==> src/rtl/spg_pkg.sv <==
// Shared types and constants for the serial pattern generator.
package spg_pkg;

  typedef enum logic [1:0] {
    ST_IDLE  = 2'd0,
    ST_SHIFT = 2'd1,
    ST_DONE  = 2'd2
  } state_t;

  localparam int DEF_WIDTH = 8;
  localparam int DEF_DIV   = 4;

  // PRBS7, polynomial x^7 + x^6 + 1
  localparam logic [6:0] PRBS_SEED  = 7'h7F;
  localparam int         PRBS_TAP_A = 6;
  localparam int         PRBS_TAP_B = 5;

  function automatic logic [6:0] prbs7_step(input logic [6:0] s);
    return {s[5:0], s[PRBS_TAP_A] ^ s[PRBS_TAP_B]};
  endfunction

endpackage

==> src/rtl/serial_pattern_gen_bit_tick.sv <==
// Free-running DIV-cycle divider with synchronous clear; o_tick marks the last cycle of each period.
module bit_tick_gen #(
  parameter int DIV = 4
) (
  input  logic clk,
  input  logic rst,
  input  logic i_clr,
  output logic o_tick
);

  localparam int              CNT_W = (DIV > 1) ? $clog2(DIV) : 1;
  localparam logic [CNT_W-1:0] LAST  = CNT_W'(DIV - 1);

  logic [CNT_W-1:0] r_cnt;

  always_ff @(posedge clk or posedge rst) begin
    if (rst)
      r_cnt <= '0;
    else if (i_clr || (r_cnt == LAST))
      r_cnt <= '0;
    else
      r_cnt <= r_cnt + CNT_W'(1);
  end

  assign o_tick = (r_cnt == LAST);

endmodule

==> src/rtl/serial_pattern_gen.sv <==
// MSB-first serial pattern transmitter with repeat count and start/busy/done handshake.
// Optional macro SPG_PRBS_EN: PRBS7 idle stream on x.
module serial_pattern_gen
  import spg_pkg::*;
#(
  parameter int WIDTH = DEF_WIDTH,
  parameter int DIV   = DEF_DIV,
  parameter int REP_W = 4
) (
  input  logic             clk,
  input  logic             rst,
  input  logic             start,
  input  logic [WIDTH-1:0] pattern,
  input  logic [REP_W-1:0] repeat_n,
  output logic             x,
  output logic             bit_valid,
  output logic             busy,
  output logic             done
);

  localparam int BIT_W = $clog2(WIDTH);

  state_t           r_state, w_state_nxt;
  logic [WIDTH-1:0] r_shadow, r_shift, w_shift_nxt;
  logic [BIT_W-1:0] r_bit_cnt, w_bit_cnt_nxt;
  logic [REP_W-1:0] r_rep, w_rep_nxt;
  logic             w_tick, w_accept, w_idle_x;
  logic             r_x, r_bit_valid, r_busy, r_done;

  bit_tick_gen #(.DIV(DIV)) u_tick (
    .clk    (clk),
    .rst    (rst),
    .i_clr  (w_accept),
    .o_tick (w_tick)
  );

  always_comb begin
    w_state_nxt   = r_state;
    w_shift_nxt   = r_shift;
    w_bit_cnt_nxt = r_bit_cnt;
    w_rep_nxt     = r_rep;
    w_accept      = 1'b0;
    case (r_state)
      ST_IDLE: begin
        if (start) begin
          w_accept      = 1'b1;
          w_shift_nxt   = pattern;
          w_rep_nxt     = repeat_n;
          w_bit_cnt_nxt = '0;
          w_state_nxt   = ST_SHIFT;
        end
      end
      ST_SHIFT: begin
        if (w_tick) begin
          if (r_bit_cnt == BIT_W'(WIDTH - 1)) begin
            // Reload on the final tick so repetitions follow with no gap
            if (r_rep != '0) begin
              w_rep_nxt     = r_rep - REP_W'(1);
              w_shift_nxt   = r_shadow;
              w_bit_cnt_nxt = '0;
            end else begin
              w_state_nxt   = ST_DONE;
            end
          end else begin
            w_shift_nxt   = {r_shift[WIDTH-2:0], 1'b0};
            w_bit_cnt_nxt = r_bit_cnt + BIT_W'(1);
          end
        end
      end
      ST_DONE:  w_state_nxt = ST_IDLE;
      default:  w_state_nxt = ST_IDLE;
    endcase
  end

`ifdef SPG_PRBS_EN
  logic [6:0] r_lfsr, w_lfsr_nxt;

  // LFSR only advances while idle, so it resumes where it left off after a transmission
  assign w_lfsr_nxt = ((r_state == ST_IDLE) && w_tick) ? prbs7_step(r_lfsr) : r_lfsr;
  assign w_idle_x   = w_lfsr_nxt[6];

  always_ff @(posedge clk or posedge rst) begin
    if (rst) r_lfsr <= PRBS_SEED;
    else     r_lfsr <= w_lfsr_nxt;
  end
`else
  assign w_idle_x = 1'b0;
`endif

  always_ff @(posedge clk or posedge rst) begin
    if (rst) begin
      r_state   <= ST_IDLE;
      r_shadow  <= '0;
      r_shift   <= '0;
      r_bit_cnt <= '0;
      r_rep     <= '0;
    end else begin
      r_state   <= w_state_nxt;
      r_shift   <= w_shift_nxt;
      r_bit_cnt <= w_bit_cnt_nxt;
      r_rep     <= w_rep_nxt;
      if (w_accept) r_shadow <= pattern;
    end
  end

  // Outputs registered from next-state values so x is glitch-free and aligned with state
  always_ff @(posedge clk or posedge rst) begin
    if (rst) begin
      r_x         <= 1'b0;
      r_bit_valid <= 1'b0;
      r_busy      <= 1'b0;
      r_done      <= 1'b0;
    end else begin
      r_bit_valid <= (w_state_nxt == ST_SHIFT);
      r_busy      <= (w_state_nxt != ST_IDLE);
      r_done      <= (w_state_nxt == ST_DONE);
      case (w_state_nxt)
        ST_SHIFT: r_x <= w_shift_nxt[WIDTH-1];
        ST_IDLE:  r_x <= w_idle_x;
        default:  r_x <= 1'b0;
      endcase
    end
  end

  assign x         = r_x;
  assign bit_valid = r_bit_valid;
  assign busy      = r_busy;
  assign done      = r_done;

endmodule

==> config.mk <==
export PLATFORM = sky130hd
export DESIGN_NAME = serial_pattern_gen
export DESIGN_NICKNAME = d
export VERILOG_FILES = /design/src/rtl/spg_pkg.sv /design/src/rtl/serial_pattern_gen_bit_tick.sv /design/src/rtl/serial_pattern_gen.sv
export SDC_FILE = /design/constraint.sdc
export NUM_CORES = 1
export LEC_CHECK = 0
export CORE_MARGIN = 3
export CORE_UTILIZATION = 50
export DETAILED_ROUTE_END_ITERATION = 16
export GPL_TIMING_DRIVEN = 1
export PLACE_DENSITY = 0.7
export RECOVER_POWER = 100
export SLEW_MARGIN = 20
export SYNTH_ARGS = -nofsm -noshare
export SYNTH_HDL_FRONTEND = slang
export SYNTH_HIERARCHICAL = 1
export SYNTH_SLANG_ARGS = --single-unit
==> constraint.sdc <==
create_clock -name clk -period 2.35 [get_ports clk]
set_clock_uncertainty 0.1 [all_clocks]
set_input_delay 0.47 -clock clk [delete_from_list [all_inputs] [get_ports clk]]
set_output_delay 0.47 -clock clk [all_outputs]
set_load 0.05 [all_outputs]
## After elaboration in Yosys (flattened, before gate mapping)

Index checks and enable logic that the tools add are counted.
W data, S select, Z words.

| storage, ports and cells | value |
|---|---|
| bits in registers | 31 |
| input port bits | 15 |
| output and inout bits | 4 |
| word-level logic and storage cells | 55 |

| cells by class | value |
|---|---|
| add/subtract/negate cells | 3 |
| eq/ne operators | 10 |
| multiplexer cells | 24 |
| reduce and logical (&&, ||, !) cells | 7 |

Operator list:

| operator | number |
|---|---|
| $mux W8 | 4 |
| $mux W4 | 4 |
| $pmux W8 S2 | 1 |
| $mux W3 | 4 |
| $mux W2 | 5 |
| $pmux W4 S2 | 1 |
| $ne A2 B2 Y1 const B | 3 |
| $pmux W3 S2 | 1 |
| $reduce_and A5 Y1 | 1 |
| $eq A2 B1 Y1 const B | 2 |
| $eq A2 B2 Y1 const B | 2 |
| $pmux W2 S2 | 1 |
| $reduce_and A4 Y1 | 1 |
| $reduce_bool A2 Y1 | 2 |
| $reduce_bool A4 Y1 | 1 |
| $sub A4 B1 Y4 const B | 1 |
| $add A3 B1 Y3 const B | 1 |
| $eq A3 B3 Y1 const B | 1 |
| $mux W1 | 3 |
| $ne A3 B3 Y1 const B | 1 |
| $add A2 B1 Y2 const B | 1 |
| $logic_not A2 Y1 | 1 |
| $ne A2 B1 Y1 const B | 1 |
| $logic_or A1 B1 Y1 | 1 |

## Logic depth before layout (Yosys ltp)

Gate-level depths: netlist of the first run.

| depth | value |
|---|---|
| word-level depth | 7 |
| mapped depth | 7 |

## Modules after synthesis

The synthesis of the first run kept the hierarchy.

Modules (own cells, without submodules):

| module | times used | cells each | area each (µm²) |
|---|---|---|---|
| serial_pattern_gen | 1 | 145 | 1,407.6 |
| bit_tick_gen | 1 | 6 | 88.8 |

## Worst setup path after synthesis of the first run

No wires, ideal clock.

| path | value |
|---|---|
| path kind | flip-flop to flip-flop |
| from | register r_rep[0] |
| to | register r_x (netlist: x) |
| setup time | 0.126 ns |
| arrival | 1.489 ns |
| path slack | 0.635 ns |
| stages on the path, launching flop included | 7 |
| buffers on the path | 0 |
| period minus slack after synthesis | 1.715 ns |
| path through | dfrtp_1 > inv_1 > ha_1 > nor3b_2 > mux2_2 > a21oi_1 > nor3b_1 |

| between the ends | value |
|---|---|
| word-level cells in the longest chain between the ends | 7 |

Ends and longest elaborated chain:

| element | line | RTL |
|---|---|---|
| start, declared | serial_pattern_gen.sv:26 | `logic [REP_W-1:0] r_rep, w_rep_nxt;` |
| start signal, assigned | serial_pattern_gen.sv:101 | `r_rep <= w_rep_nxt;` |
| $reduce_bool A4 Y1 * | serial_pattern_gen.sv:57 | `if (r_rep != '0) begin` |
| $mux W2 | serial_pattern_gen.sv:57 |  |
| $mux W2 | serial_pattern_gen.sv:55 | `if (r_bit_cnt == BIT_W'(WIDTH - 1)) begin` |
| $mux W2 | serial_pattern_gen.sv:54 | `if (w_tick) begin` |
| $pmux W2 S2 | serial_pattern_gen.sv:43 | `case (r_state)` |
| $eq A2 B1 Y1 | serial_pattern_gen.sv:117 | `case (w_state_nxt)` |
| $mux W1 * | serial_pattern_gen.sv:117 |  |
| end signal, assigned | serial_pattern_gen.sv:118 | `ST_SHIFT: r_x <= w_shift_nxt[WIDTH-1];` |
| end signal, assigned | serial_pattern_gen.sv:119 | `ST_IDLE: r_x <= w_idle_x;` |
| end, declared | serial_pattern_gen.sv:28 | `logic r_x, r_bit_valid, r_busy, r_done;` |

Every way passes the cells marked *; elsewhere a longest branch is shown, timed or not. The select of a mux whose other input is x is not followed.
A chain may end at the register's enable or synchronous reset.

## Worst setup path in the final report of the first run

| path | value |
|---|---|
| from | register r_x (netlist: x) |
| to | output x |

RTL lines:

| element | line | RTL |
|---|---|---|
| end, declared | serial_pattern_gen.sv:15 | `output logic x,` |

No word-level cell between the ends.

==> results.sh, run 1 <==
export IMPL_grt_pass1_wl_um=5180
export IMPL_seqPwrFrac=0.501
export IMPL_grt_max_degree=30
export IMPL_drive_above_1_share=0.106
export IMPL_grt_pass1_vias=1190
export IMPL_synthArstFlopShare=1.00
export IMPL_dpl_cell_area_mm2=0.00173
export IMPL_slew_limit_headroom=0.533
export IMPL_outcome="finished clean"
export IMPL_io_pins=19
export IMPL_synthTopCellsByArea="dfrtp_1, nand2_1, a222oi_1, ha_1, a21oi_1"
export IMPL_crit_fanout=1
export IMPL_worst_r2r_path_depth=6
export IMPL_initial_core_util=0.533
export IMPL_synth_top_cell_by_area="dfrtp_1"
export IMPL_drv_slew=0
export IMPL_endpoint_kind="output pin"
export IMPL_switching_share=0.348
export IMPL_r2r_end="r_shift[7]"
export IMPL_cp_start_kind="flip-flop"
export IMPL_die_area_mm2=0.00369
export IMPL_synth_warnings=6
export IMPL_n_antenna_cell=0
export IMPL_synth_cells=151
export IMPL_vias=1204
export IMPL_std_cell_rows=19
export IMPL_cp_required_ns=1.78
export IMPL_post_route_period_util=0.899
export IMPL_antenna_found_initial=0
export IMPL_powerDensity_mw_per_mm2=871
export IMPL_post_dp_hpwl_um=2190
export IMPL_hold_class="primary input to asynchronous set/reset pin"
export IMPL_cts_buffer_depth=2
export IMPL_p_switching_mw=0.534
export IMPL_setup_viol=0
export IMPL_cap_viol_max_count=0
export IMPL_post_drt_wl_per_cell_um=14.7
export IMPL_syn_num_nets=170
export IMPL_clock_sinks=31
export IMPL_syn_area_per_cell_um2=9.91
export IMPL_postCtsSetupBuffers=0
export IMPL_fin_setup_tns_ns=0
export IMPL_path_cells="dlygate4sd3_1"
export IMPL_ys_flop_type="dfrtp_1"
export IMPL_holdBufCountCts=0
export IMPL_synth_area_mm2=0.00150
export IMPL_intPower_mw=1.00
export IMPL_cts_max_level=2
export IMPL_critPathBufInv=1
export IMPL_areaGrowthSynthToFinish_pct=17.6
export IMPL_r2r_slack_ns=0.41
export IMPL_slowest_delay_ns=0.87
export IMPL_numCtsBuffers=5
export IMPL_design_power_total_mw=1.53
export IMPL_share_comb_of_total_power=0.303
export IMPL_postRouteAntennaNets=0
export IMPL_ys_seq_area_frac=0.518
export IMPL_drt_first_pass_iters=7
export IMPL_nNetsFinal=197
export IMPL_timing_rr_start="r_rep[0]"
export IMPL_p_leak_nw=0.835
export IMPL_die_w_um=60.7
export IMPL_crit_slowest_cell="dlygate4sd3_1"
export IMPL_synth_edff_count=0
export IMPL_p_clk_frac=0.195
export IMPL_grtUsageTotal=0.195
export IMPL_grt_overflow_total=0
export IMPL_tightest_slew_ns=0.701
export IMPL_ys_types=37
export IMPL_nFillCells=263
export IMPL_peakVddDrop_mv=0.417
export IMPL_cts_resized_gates=0
export IMPL_coreArea_mm2=0.00281
export IMPL_crit_family="buffers and inverters"
export IMPL_ctsRootBufferMaster="clkbuf_4"
export IMPL_ys_ff_latch=31
export IMPL_fin_area_mm2=0.00176
export IMPL_portBuffers=18
export IMPL_crit_type="flip-flop to output pin"
export IMPL_max_freq_ghz=0.474
export IMPL_drc=0
export IMPL_drtIter0Drc=60
export IMPL_rsz0062_at_grt="no"
export IMPL_die_h_um=60.7
export IMPL_cts_reportedPaths_clkPinSlew_ns=0.10
export IMPL_hold_viol_final=0
export IMPL_place_congestion=0.794
export IMPL_wl_um=3080
export IMPL_clk_latency_ns=0.34
export IMPL_cts_tree="yes"
export IMPL_arrival_ns=1.54
export IMPL_period_needed_ns=2.11
export IMPL_vias_per_cell=5.73
export IMPL_synth_top_cell_area_share=0.518
[power groups by stage]
| stage | clock (mW) | combinational (mW) | sequential (mW) |
|---|---|---|---|
| 2_1_floorplan | 0 | 0.321 | 0.784 |
| 4_1_cts | 0.312 | 0.476 | 0.767 |
| 5_1_grt | 0.338 | 0.531 | 0.786 |
| 3_5_place_dp | 0 | 0.476 | 0.776 |
| 6_report | 0.300 | 0.465 | 0.768 |
| 3_3_place_gp | 0 | 0.447 | 0.770 |
[cells by family (layout without fill, tap and decap cells)]
group,Yosys count,count (layout),synth area share
adder cells (fa/ha/maj),4,4,0.0334
AO/OA/AOI/OAI,31,31,0.157
multiplexers,3,3,0.0217
AND/OR/NAND/NOR,67,67,0.217
buffers and inverters,15,43,0.0518
flip-flops,31,31,0.518
[cell usage after synthesis (2+ instances only)]
library cell / instances
buf_6: 2
nor3b_2: 2
dfrtp_1: 31
nand2_1: 43
a21oi_1: 8
o21ai_0: 3
mux2_2: 2
a222oi_1: 7
o22ai_1: 2
nand2b_1: 3
inv_1: 9
o21a_1: 2
ha_1: 4
nor2_1: 10
[flip-flops by register name, indices dropped and copies added (netlist names)]
| name | flops |
|---|---|
| u_tick/r_cnt | 2 |
| busy | 1 |
| done | 1 |
| x | 1 |
| bit_valid | 1 |
| r_shift | 8 |
| r_shadow | 8 |
| r_state | 2 |
| r_bit_cnt | 3 |
| r_rep | 4 |
[worst max-delay path by stage]
stage | to | from | slack [ns] | cells past startpoint
after floorplan | x | r_rep[0] | 0.64 | 6
after global placement | r_bit_cnt[0] | start | 0.18 | 6
after detailed placement | r_bit_cnt[0] | start | 0.13 | 6
after CTS | x | x | 0.28 | 1
after global routing | busy | busy | 0.17 | 1
final | x | x | 0.24 | 1
[cells in the final DEF, fill, tap and decap left out, types with 2 or more instances in the layout]
cell,count
nand2_1,43
dfrtp_1,31
clkdlybuf4s50_1,12
nor2_1,10
inv_1,9
a21oi_1,8
a222oi_1,7
clkbuf_1,6
dlygate4sd3_1,6
clkbuf_4,5
o21ai_0,4
ha_1,4
nand2b_1,3
clkinv_2,2
nor3b_2,2
o21a_1,2
mux2_2,2
o22ai_1,2
buf_4,2
[area by class of cell]
cell class                 count  area, um^2  share of cell area
sequential                    31         776               0.441
multi-input combinational    105         641               0.364
timing repair buffer          25         215               0.122
clock buffer                   7        45.0              0.0256
inverter                      10        38.8              0.0220
tap                           31        38.8              0.0220
clock inverter                 1        5.00             0.00284
[through the flow]
stage | std cells | setup slack [ns] | utilization | hold WS (ns)
after global routing | 210 | 0.175 | 0.627 | 0.340
after floorplan | 151 | 0.635 | - | 0.111
after CTS | 210 | 0.282 | 0.634 | 0.194
after global placement | 202 | 0.184 | 0.616 | 0.336
after detailed placement | 202 | 0.126 | 0.616 | 0.347
final | 210 | 0.238 | 0.627 | 0.341
[routing by layer]
metal  GRT usage  vias up  wire, um
li1            -      577         -
met1       0.229      593      1360
met2       0.321       27      1520
met3      0.0468        7       129
met4       0.121        0        63
met5           0        -         0
(Power assumes the default switching activity.)
==> inputs of run 2 (changes only) <==
--- a/config.mk
+++ b/config.mk
@@ -5,11 +5,14 @@
 export SDC_FILE = /design/constraint.sdc
 export NUM_CORES = 1
 export LEC_CHECK = 0
+export ABC_CLOCK_PERIOD_IN_PS = 2350
+export CAP_MARGIN = 10
 export CORE_MARGIN = 3
 export CORE_UTILIZATION = 50
 export DETAILED_ROUTE_END_ITERATION = 16
+export DONT_BUFFER_PORTS = 1
 export GPL_TIMING_DRIVEN = 1
-export PLACE_DENSITY = 0.7
+export PLACE_DENSITY = 0.62
 export RECOVER_POWER = 100
 export SLEW_MARGIN = 20
 export SYNTH_ARGS = -nofsm -noshare
==> run 2 against run 1 <==
Net effect: clock power is 45% higher; combinational power decreased by 21%; wire length is 8.9% lower; critical endpoint is now r_bit_cnt[2]; highest routed layer unchanged.
==> results.sh, run 2 (synthesis gave the netlist of run 1 again) <==
export IMPL_outcome="finished clean"
export IMPL_cts_tree="yes"
export IMPL_timing_rr_start="r_bit_cnt[0]"
export IMPL_place_congestion=0.802
export IMPL_io_pins=19
export IMPL_layout_commonest_cell="nand2_1"
export IMPL_cp_required_ns=2.47
export IMPL_grt_pass1_vias=1088
export IMPL_p_clk_frac=0.270
export IMPL_endpoint_kind="flip-flop"
export IMPL_areaGrowthSynthToFinish_pct=5.85
export IMPL_fin_area_mm2=0.00158
export IMPL_rsz0062_at_grt="no"
export IMPL_hold_class="primary input to flip-flop"
export IMPL_p_leak_nw=0.773
export IMPL_die_area_mm2=0.00369
export IMPL_ctsRootBufferMaster="clkbuf_4"
export IMPL_grt_pass1_wl_um=5040
export IMPL_hold_viol_final=0
export IMPL_placedCellCount=179
export IMPL_numCtsBuffers=5
export IMPL_postRouteAntennaNets=0
export IMPL_fin_cells=188
export IMPL_vias_per_cell=5.67
export IMPL_max_freq_ghz=0.470
export IMPL_clk_latency_ns=0.33
export IMPL_grtUsageTotal=0.191
export IMPL_drive_above_1_share=0.121
export IMPL_setup_viol=0
export IMPL_std_cell_rows=19
export IMPL_drc=0
export IMPL_post_drt_wl_per_cell_um=14.9
export IMPL_mostFrequentLayoutCells="nand2_1, dfrtp_1, nor2_1"
export IMPL_seqPwrFrac=0.500
export IMPL_fin_setup_tns_ns=0
export IMPL_switching_share=0.318
export IMPL_dpl_cell_area_mm2=0.00151
export IMPL_cp_start_kind="flip-flop"
export IMPL_cts_max_level=2
export IMPL_drtIter0Drc=99
export IMPL_grt_overflow_total=0
export IMPL_clock_sinks=31
export IMPL_vias=1066
export IMPL_crit_fanout=8
export IMPL_r2r_slack_ns=0.22
export IMPL_antenna_found_initial=0
export IMPL_arrival_ns=2.25
export IMPL_worst_r2r_path_depth=6
export IMPL_coreArea_mm2=0.00281
export IMPL_wl_um=2810
export IMPL_grt_max_degree=30
export IMPL_post_dp_hpwl_um=2000
export IMPL_p_switching_mw=0.511
export IMPL_setup_worst_path_end="r_bit_cnt[2]"
export IMPL_post_route_period_util=0.906
export IMPL_whs_ns=0.139
export IMPL_initial_core_util=0.533
export IMPL_cap_viol_max_count=0
export IMPL_intPower_mw=1.10
export IMPL_crit_type="flip-flop to flip-flop"
export IMPL_powerDensity_mw_per_mm2=1010
export IMPL_period_needed_ns=2.13
export IMPL_die_h_um=60.7
export IMPL_startpoint="r_bit_cnt[0]"
export IMPL_nNetsFinal=175
export IMPL_cts_buffer_depth=2
export IMPL_drt_first_pass_iters=4
export IMPL_drv_slew=0
export IMPL_top_regs="r_shadow: 8 flops, r_shift: 8 flops, r_rep: 4 flops"
export IMPL_portBuffers=0
export IMPL_tightest_slew_ns=0.800
export IMPL_die_w_um=60.7
export IMPL_n_antenna_cell=0
export IMPL_r2r_end="r_bit_cnt[2]"
export IMPL_slew_limit_headroom=0.462
export IMPL_cts_reportedPaths_clkPinSlew_ns=0.10
export IMPL_share_comb_of_total_power=0.230
export IMPL_peakVddDrop_mv=0.520
run 2: cell types whose count changed in the layout (fill, tap and decap cells not counted), sizes merged:
cell           previous run  this run
clkdlybuf4s50            12         0
buf                       2         0
bufinv                    0         1
dlygate4sd3               6         1
clkbuf                   12         8
run 2: cell type report:
class	count	area, um^2
fillers	269	1220
flip-flops and latches	31	776
multi-input cells	105	624
clock buffers	6	51.3
inverters	10	38.8
well taps	31	38.8
clock inverters	2	35.0
repair buffers	3	20.0
run 2: per-layer routing:
layer | GRT usage | routed length (um) | up-vias
li1 | - | - | 534
met1 | 0.241 | 1230 | 506
met2 | 0.290 | 1390 | 24
met3 | 0.0872 | 158 | 2
met4 | 0.0650 | 20 | 0
met5 | 0 | 0 | -
run 2: worst min path at each step:
stage | start | to | depth (start not counted)
floorplan | rst | u_tick/r_cnt[0] | 1
global placement | rst | u_tick/r_cnt[1] | 1
detailed placement | rst | u_tick/r_cnt[1] | 1
CTS | pattern[5] | r_shadow[5] | 2
global route | pattern[5] | r_shadow[5] | 2
finish | pattern[5] | r_shadow[5] | 2
run 2: power groups by stage:
stage          clock, mW  sequential [mW]  combinational [mW]
4_1_cts            0.450            0.805               0.389
3_3_place_gp           0            0.806               0.372
6_report           0.434            0.803               0.369
3_5_place_dp           0            0.814               0.388
5_1_grt            0.477            0.821               0.443
2_1_floorplan          0            0.784               0.321
run 2: per-stage QoR:
| stage | power, mW | setup WS [ns] | utilization |
|---|---|---|---|
| 2_1_floorplan | 1.11 | 0.635 | - |
| 3_3_place_gp | 1.18 | 0.387 | 0.539 |
| 3_5_place_dp | 1.20 | 0.296 | 0.539 |
| 4_1_cts | 1.64 | 0.283 | 0.573 |
| 5_1_grt | 1.74 | 0.0630 | 0.565 |
| 6_report | 1.61 | 0.221 | 0.565 |
run 2: repair_timing:
| action | 4_1_cts | 5_1_grt |
|---|---|---|
| gates resized for setup | 0 | 0 |
| endpoints found under the hold margin | 31 | 0 |
| setup buffers | 0 | 0 |
| hold buffers | 1 | 0 |
run 2: critical path, stage by stage, from the launching register on:
cell and delay, ns:
dfrtp_1 0.40, ha_1 0.16, ha_1 0.23, nand4bb_1 0.27
o2bb2ai_1 0.46, clkbuf_2 0.28, o21ai_0 0.11
